[src/rtl/alu_seq_ctrl_if.sv]
// Handshake, status and strobe bundle between the ALU datapath and its sequencer.
// ALU_SEQ_DIVZERO_EN adds the m_zero status and the div_err flag.
interface alu_seq_ctrl_if;
   logic        start;
   logic [1:0]  op_codes;
   logic        q_zero;
   logic        q_minus_one;
   logic        a_msb;
   logic        busy;
   logic        finish;
   logic [11:0] c;
`ifdef ALU_SEQ_DIVZERO_EN
   logic        m_zero;
   logic        div_err;

   modport master (
      output start, op_codes, q_zero, q_minus_one, a_msb, m_zero,
      input  busy, finish, c, div_err
   );
   modport slave (
      input  start, op_codes, q_zero, q_minus_one, a_msb, m_zero,
      output busy, finish, c, div_err
   );
`else
   modport master (
      output start, op_codes, q_zero, q_minus_one, a_msb,
      input  busy, finish, c
   );
   modport slave (
      input  start, op_codes, q_zero, q_minus_one, a_msb,
      output busy, finish, c
   );
`endif
endinterface

[src/rtl/alu_seq_ctrl.sv]
// Sequencer for the multi-cycle ALU (ADD, SUB, Booth MUL, non-restoring DIV) with iteration counter.
// Optional ALU_SEQ_DIVZERO_EN: divide-by-zero short-circuits to a one-cycle ERR state with div_err.
module alu_seq_ctrl #(
   parameter int WIDTH = 8
) (
   input  logic          clk,
   input  logic          rst,
   alu_seq_ctrl_if.slave bus
);
   localparam int CNT_W = $clog2(WIDTH);

   localparam int C_CLR_A   = 0;
   localparam int C_LD_M    = 1;
   localparam int C_LD_Q    = 2;
   localparam int C_ADD     = 3;
   localparam int C_SUB     = 4;
   localparam int C_ASHR    = 5;
   localparam int C_SHL     = 6;
   localparam int C_SET_Q0  = 7;
   localparam int C_CNT_INC = 8;
   localparam int C_OUT_A   = 9;
   localparam int C_OUT_Q   = 10;
   localparam int C_CLR_CNT = 11;

   localparam logic [1:0] OP_ADD = 2'b00;
   localparam logic [1:0] OP_SUB = 2'b01;
   localparam logic [1:0] OP_MUL = 2'b10;
   localparam logic [1:0] OP_DIV = 2'b11;

   typedef enum logic [3:0] {
      S_IDLE, S_INIT, S_EXEC, S_MSTEP, S_MSHIFT, S_DSHIFT,
      S_DOP, S_DSET, S_DFIX, S_OUT_HI, S_OUT_LO, S_ERR
   } state_t;

   state_t           state, state_nxt;
   logic [1:0]       op;
   logic [CNT_W-1:0] cnt;
   logic             cnt_last;
   logic [11:0]      c_nxt;
   logic             fin_nxt;

   assign cnt_last = (cnt == CNT_W'(WIDTH - 1));

   always_ff @(posedge clk) begin
      if (rst) begin
         state <= S_IDLE;
         op    <= 2'b00;
         cnt   <= '0;
      end else begin
         state <= state_nxt;
         if (state == S_IDLE && bus.start)
            op <= bus.op_codes;
         // CLR_CNT wins; the terminating increment wraps back to zero
         if (c_nxt[C_CLR_CNT])
            cnt <= '0;
         else if (c_nxt[C_CNT_INC])
            cnt <= cnt_last ? '0 : cnt + CNT_W'(1);
      end
   end

   always_comb begin
      state_nxt = state;
      c_nxt     = '0;
      fin_nxt   = 1'b0;
      unique case (state)
         S_IDLE: begin
            if (bus.start)
               state_nxt = S_INIT;
         end
         S_INIT: begin
            c_nxt[C_CLR_A]   = 1'b1;
            c_nxt[C_LD_M]    = 1'b1;
            c_nxt[C_LD_Q]    = 1'b1;
            c_nxt[C_CLR_CNT] = 1'b1;
            unique case (op)
               OP_ADD, OP_SUB: state_nxt = S_EXEC;
               OP_MUL:         state_nxt = S_MSTEP;
               default: begin
`ifdef ALU_SEQ_DIVZERO_EN
                  state_nxt = bus.m_zero ? S_ERR : S_DSHIFT;
`else
                  state_nxt = S_DSHIFT;
`endif
               end
            endcase
         end
         S_EXEC: begin
            if (op == OP_SUB)
               c_nxt[C_SUB] = 1'b1;
            else
               c_nxt[C_ADD] = 1'b1;
            state_nxt = S_OUT_HI;
         end
         S_MSTEP: begin
            // Booth recoding on {Q[0], q[-1]}: 10 subtracts, 01 adds
            if (bus.q_zero && !bus.q_minus_one)
               c_nxt[C_SUB] = 1'b1;
            else if (!bus.q_zero && bus.q_minus_one)
               c_nxt[C_ADD] = 1'b1;
            state_nxt = S_MSHIFT;
         end
         S_MSHIFT: begin
            c_nxt[C_ASHR]    = 1'b1;
            c_nxt[C_CNT_INC] = 1'b1;
            state_nxt = cnt_last ? S_OUT_HI : S_MSTEP;
         end
         S_DSHIFT: begin
            c_nxt[C_SHL] = 1'b1;
            state_nxt = S_DOP;
         end
         S_DOP: begin
            if (bus.a_msb)
               c_nxt[C_ADD] = 1'b1;
            else
               c_nxt[C_SUB] = 1'b1;
            state_nxt = S_DSET;
         end
         S_DSET: begin
            c_nxt[C_CNT_INC] = 1'b1;
            c_nxt[C_SET_Q0]  = !bus.a_msb;
            state_nxt = cnt_last ? S_DFIX : S_DSHIFT;
         end
         S_DFIX: begin
            // Negative partial remainder is restored once at the end
            c_nxt[C_ADD] = bus.a_msb;
            state_nxt = S_OUT_HI;
         end
         S_OUT_HI: begin
            c_nxt[C_OUT_A] = 1'b1;
            if (op == OP_ADD || op == OP_SUB) begin
               fin_nxt   = 1'b1;
               state_nxt = S_IDLE;
            end else begin
               state_nxt = S_OUT_LO;
            end
         end
         S_OUT_LO: begin
            c_nxt[C_OUT_Q] = 1'b1;
            fin_nxt   = 1'b1;
            state_nxt = S_IDLE;
         end
         S_ERR: begin
            fin_nxt   = 1'b1;
            state_nxt = S_IDLE;
         end
         default: state_nxt = S_IDLE;
      endcase
   end

   assign bus.c      = c_nxt;
   assign bus.finish = fin_nxt;
   assign bus.busy   = (state != S_IDLE);
`ifdef ALU_SEQ_DIVZERO_EN
   assign bus.div_err = (state == S_ERR);
`endif
endmodule

[src/flat_wrapper.sv]
// flat-port wrapper written by rule: the top's interface ports become plain ports
module alu_seq_ctrl_flat 
#(
   parameter int WIDTH = 8
)
  (clk, rst, bus_start, bus_op_codes, bus_q_zero, bus_q_minus_one, bus_a_msb, bus_busy, bus_finish, bus_c);
  alu_seq_ctrl_if bus_i ();
  input  logic clk;
  input  logic rst;
  input wire logic [$bits(bus_i.start)-1:0] bus_start;
  input wire logic [$bits(bus_i.op_codes)-1:0] bus_op_codes;
  input wire logic [$bits(bus_i.q_zero)-1:0] bus_q_zero;
  input wire logic [$bits(bus_i.q_minus_one)-1:0] bus_q_minus_one;
  input wire logic [$bits(bus_i.a_msb)-1:0] bus_a_msb;
  output wire logic [$bits(bus_i.busy)-1:0] bus_busy;
  output wire logic [$bits(bus_i.finish)-1:0] bus_finish;
  output wire logic [$bits(bus_i.c)-1:0] bus_c;
  assign bus_i.start = bus_start;
  assign bus_i.op_codes = bus_op_codes;
  assign bus_i.q_zero = bus_q_zero;
  assign bus_i.q_minus_one = bus_q_minus_one;
  assign bus_i.a_msb = bus_a_msb;
  assign bus_busy = bus_i.busy;
  assign bus_finish = bus_i.finish;
  assign bus_c = bus_i.c;
  alu_seq_ctrl #(.WIDTH(WIDTH)) u_core (.clk(clk), .rst(rst), .bus(bus_i));
endmodule
[config.mk]
export PLATFORM = sky130hd
export DESIGN_NAME = alu_seq_ctrl_flat
export DESIGN_NICKNAME = d
export VERILOG_FILES = /design/src/rtl/alu_seq_ctrl_if.sv /design/src/rtl/alu_seq_ctrl.sv /design/src/flat_wrapper.sv
export SDC_FILE = /design/constraint.sdc
export NUM_CORES = 1
export LEC_CHECK = 0
export ABC_AREA = 1
export BUFFER_PORTS_ARGS = -buffer_cell sky130_fd_sc_hd__buf_2
export CAP_MARGIN = 10
export CORE_MARGIN = 2
export CORE_UTILIZATION = 52
export CTS_CLUSTER_DIAMETER = 40
export DETAILED_ROUTE_END_ITERATION = 8
export GPL_TIMING_DRIVEN = 0
export PLACE_DENSITY = 0.79
export SLEW_MARGIN = 30
export SYNTH_ARGS = -nofsm -noshare
export SYNTH_HDL_FRONTEND = slang
export SYNTH_SLANG_ARGS = --single-unit
[constraint.sdc]
create_clock -name clk -period 2.8 [get_ports clk]
set_input_delay 0.14 -clock clk [delete_from_list [all_inputs] [get_ports clk]]
set_output_delay 0.14 -clock clk [all_outputs]
set_load 0.02 [all_outputs]
==> implementation parameters <==
Parameter                              Value

Global route
  First-pass GRT wire length ... 2190 µm
  Pin count of the biggest net entering global routing ... 8
  Number of antenna violations at the first check in global routing ... 0
  Total grt overflow ... 0
  Via count of the first global-routing pass ... 582
  Global router's overall resource usage ... 20.3%

STA
  Maximum achievable frequency ... 585 MHz
  Worst Clk Skew ... 0.00494 ns
  Post-route worst hold slack ... 0.129 ns
  Actual slew at the worst max-slew pin ... 0.334 ns
  Final Max Tran Viols ... 0
  Worst Slack Setup Final ... 1.09 ns
  Count of final hold-check violations ... 0
  Unrepaired setup endpoints after global routing ... no
  Total negative setup slack ... 0 ns
  Setup Viol. Count Final ... 0
  Post-layout min period ... 1.71 ns
  Fin crit share ... 61.1%
  Tightest slew margin relative to the limit ... 77.7%

Die
  Die span in y ... 40.6 µm
  Ports placed on the boundary ... 22
  Overall die area ... 0.00165 mm²
  Chip width ... 40.6 µm
  Floorplan Core Area ... 0.00127 mm²
  Standard-cell row count ... 13
  Initial Utilization ... 54.8%

Min path
  Min-Delay Path Depth ... 2
  Worst Hold Class ... in -> reg
  Hold worst-path end ... u_core.state[3]
  Startpoint of the worst hold path ... rst

Outcome
  Outcome ... completed

Setup path
  Critical path data required time ... 2.66 ns
  Worst Path Class, Setup ... reg -> out
  R2r endpoint ... u_core.cnt[1]
  Register-to-Register Setup Slack ... 1.42 ns
  Type of element capturing the critical path ... output pin
  Depth of the worst register-to-register path ... 6
  Arrival time worst endpoint ... 1.57 ns
  Startpoint type of the worst setup path ... register
  Crit-path max FO ... 6
  Start of the worst register-to-register path ... u_core.state[3]

Clock network
  H-tree depth ... 1
  Number of buffers created by CTS ... 3
  Cts repair resizes ... 0
  Post-CTS setup buffer count ... 0
  TritonCTS sink count ... 9
  Clk slew on worst S/H paths ... 0.06 ns
  Clock network latency to the later pin of the worst-skew pair ... 0.26 ns
  Hold bufs inserted after CTS ... 0
  Root Buffer Master ... clkbuf_4
  Clock tree from TritonCTS ... built
  Clock tree buffer depth ... 2

Route
  Vias per cell ... 4.76
  Detailed Route Iter0 Violations ... 11
  Total length of routed wires ... 1490 µm
  Vias ... 723
  Number of antenna-violating nets in the routed design ... 0
  DR WL/cell ... 9.77 µm
  Detailed-router iteration count before antenna repair ... 4
  Drt drc ... 0

Logic synthesis
  Netlist cell types ... 20
  Library cell with the highest instance count after synthesis ... nand2_1
  Most area-consuming cells after synthesis ... dfxtp_1 26%, nand2_1 12%, nand3_1 9.4%
  Leading post-synthesis cells by instance count ... 23 x nand2_1, 17 x nor2_1, 13 x inv_1, 13 x nand3_1, 9 x dfxtp_1
  Synthesized instance count ... 112
  Synthesized flop and latch total ... 9
  Sequential fraction of the synthesis area ... 25.9%
  Post-Syn Area ... 696 µm²
  Fraction of post-synthesis cell area in the top cell type by area ... 25.9%
  Fraction of registers with async set/reset ... 0%
  Synth Flop Type ... dfxtp_1
  Mean post-synth cell area ... 6.21 µm²
  Synthesis warning total ... 0
  Cell accounting for the most synthesized area ... dfxtp_1
  Syn Nets ... 122
  EDFF count, synth ... 0

Power
  Power density over the cells ... 850 mW/mm²
  Worst vdd rail ir drop ... 552 µV
  Clock share of power ... 13.9%
  Switching share of total power ... 49.6%
  Total design power ... 719 µW
  Sequential share of power ... 27.5%
  Internal ... 363 µW
  Relative contribution of combinational cells to total power ... 58.6%
  Total net switching power ... 357 µW
  Static leakage power ... 0.522 nW

Job
  Count of max-cap constraint violations ... 0

Place
  Number of buffers inserted by port buffering ... 21
  Post-detailed-placement half-perimeter wirelength ... 1200 µm
  Final weighted congestion in routability-driven placement ... 0.806
  Post-place instance area ... 820 µm²
  Instance count after placement with tap cells included ... 148
  Setup Slack @ Placement ... 1.37 ns

Cells and area
  P&R area growth vs syn ... 21.6%
  Number of inserted filler cells in the final layout ... 128
  Share of layout cells above drive strength 1 ... 32.8%
  Final standard cell utilization of the core ... 66.7%
  Final instance count without filler cells ... 152
  Final Net Count ... 148
  Non-Filler Cell Area, Final ... 846 µm²
  Number of antenna cells inserted ... 0
-- final cells by class --
type | count | area, µm² | share of cell area [%]
inverter | 20 | 76.3 | 9.02
buffer | 3 | 22.5 | 2.66
multi-input combinational | 80 | 417 | 49.3
clock buffer | 4 | 26.3 | 3.11
timing repair buffer | 21 | 105 | 12.4
tap | 15 | 18.8 | 2.22
sequential | 9 | 180 | 21.3
-- worst max path at each step --
stage	startpoint	end	slack (ns)
after global routing	u_core.state[3]	bus_c[1]	1.00
after detailed placement	u_core.state[3]	bus_c[1]	1.37
after CTS	u_core.state[3]	bus_c[1]	1.09
after floorplan	u_core.state[3]	bus_c[11]	1.40
after global placement	u_core.state[3]	bus_c[11]	1.42
final	u_core.state[3]	bus_c[1]	1.09
-- worst max-delay path, cell delays in order (launching register included) --
cell	delay, ns
dfxtp_1	0.37
nor2_2	0.25
inv_2	0.09
nor2_1	0.28
buf_4	0.17
buf_2	0.15
-- power groups by stage --
stage / Combinational (mW) / Sequential (mW) / Clock, mW
6_report: 0.422 / 0.197 / 0.100
5_1_grt: 0.469 / 0.202 / 0.105
4_1_cts: 0.425 / 0.197 / 0.102
3_5_place_dp: 0.423 / 0.200 / 0
3_3_place_gp: 0.415 / 0.198 / 0
2_1_floorplan: 0.325 / 0.192 / 0
-- routing by layer --
| metal | wire length [µm] | GRT usage, % |
|---|---|---|
| met3 | 63 | 1.67 |
| met4 | 14 | 10.0 |
| met5 | 0 | 0 |
| met1 | 701 | 24.7 |
| met2 | 705 | 35.3 |
-- layout by cell type (no fill, tap or decap), types with 2 or more instances in the layout --
cell      count
nand3_1      13
nand2_4       2
clkbuf_4      3
nor2_2        3
nand2_1      23
o21ai_1       4
buf_2        21
inv_1        13
dfxtp_1       9
inv_2         6
a21oi_1       5
buf_4         3
nand2_2       2
ha_1          2
nor2_1       17
nor2_4        4
-- state kept, by name, summed over array words and instances, names as in the netlist --
| name | flops |
|---|---|
| u_core.state | 4 |
| u_core.cnt | 3 |
| u_core.op | 2 |
-- logic make-up after synthesis --
group | count (synthesis) | synth area share [%]
and+or+nand+nor | 66 | 46.9
buffers and inverters | 23 | 14.2
AOI/OAI and AO/OA | 12 | 9.35
DFF | 9 | 25.9
adders and majority gates | 2 | 3.60
(Power assumes the default switching activity.)
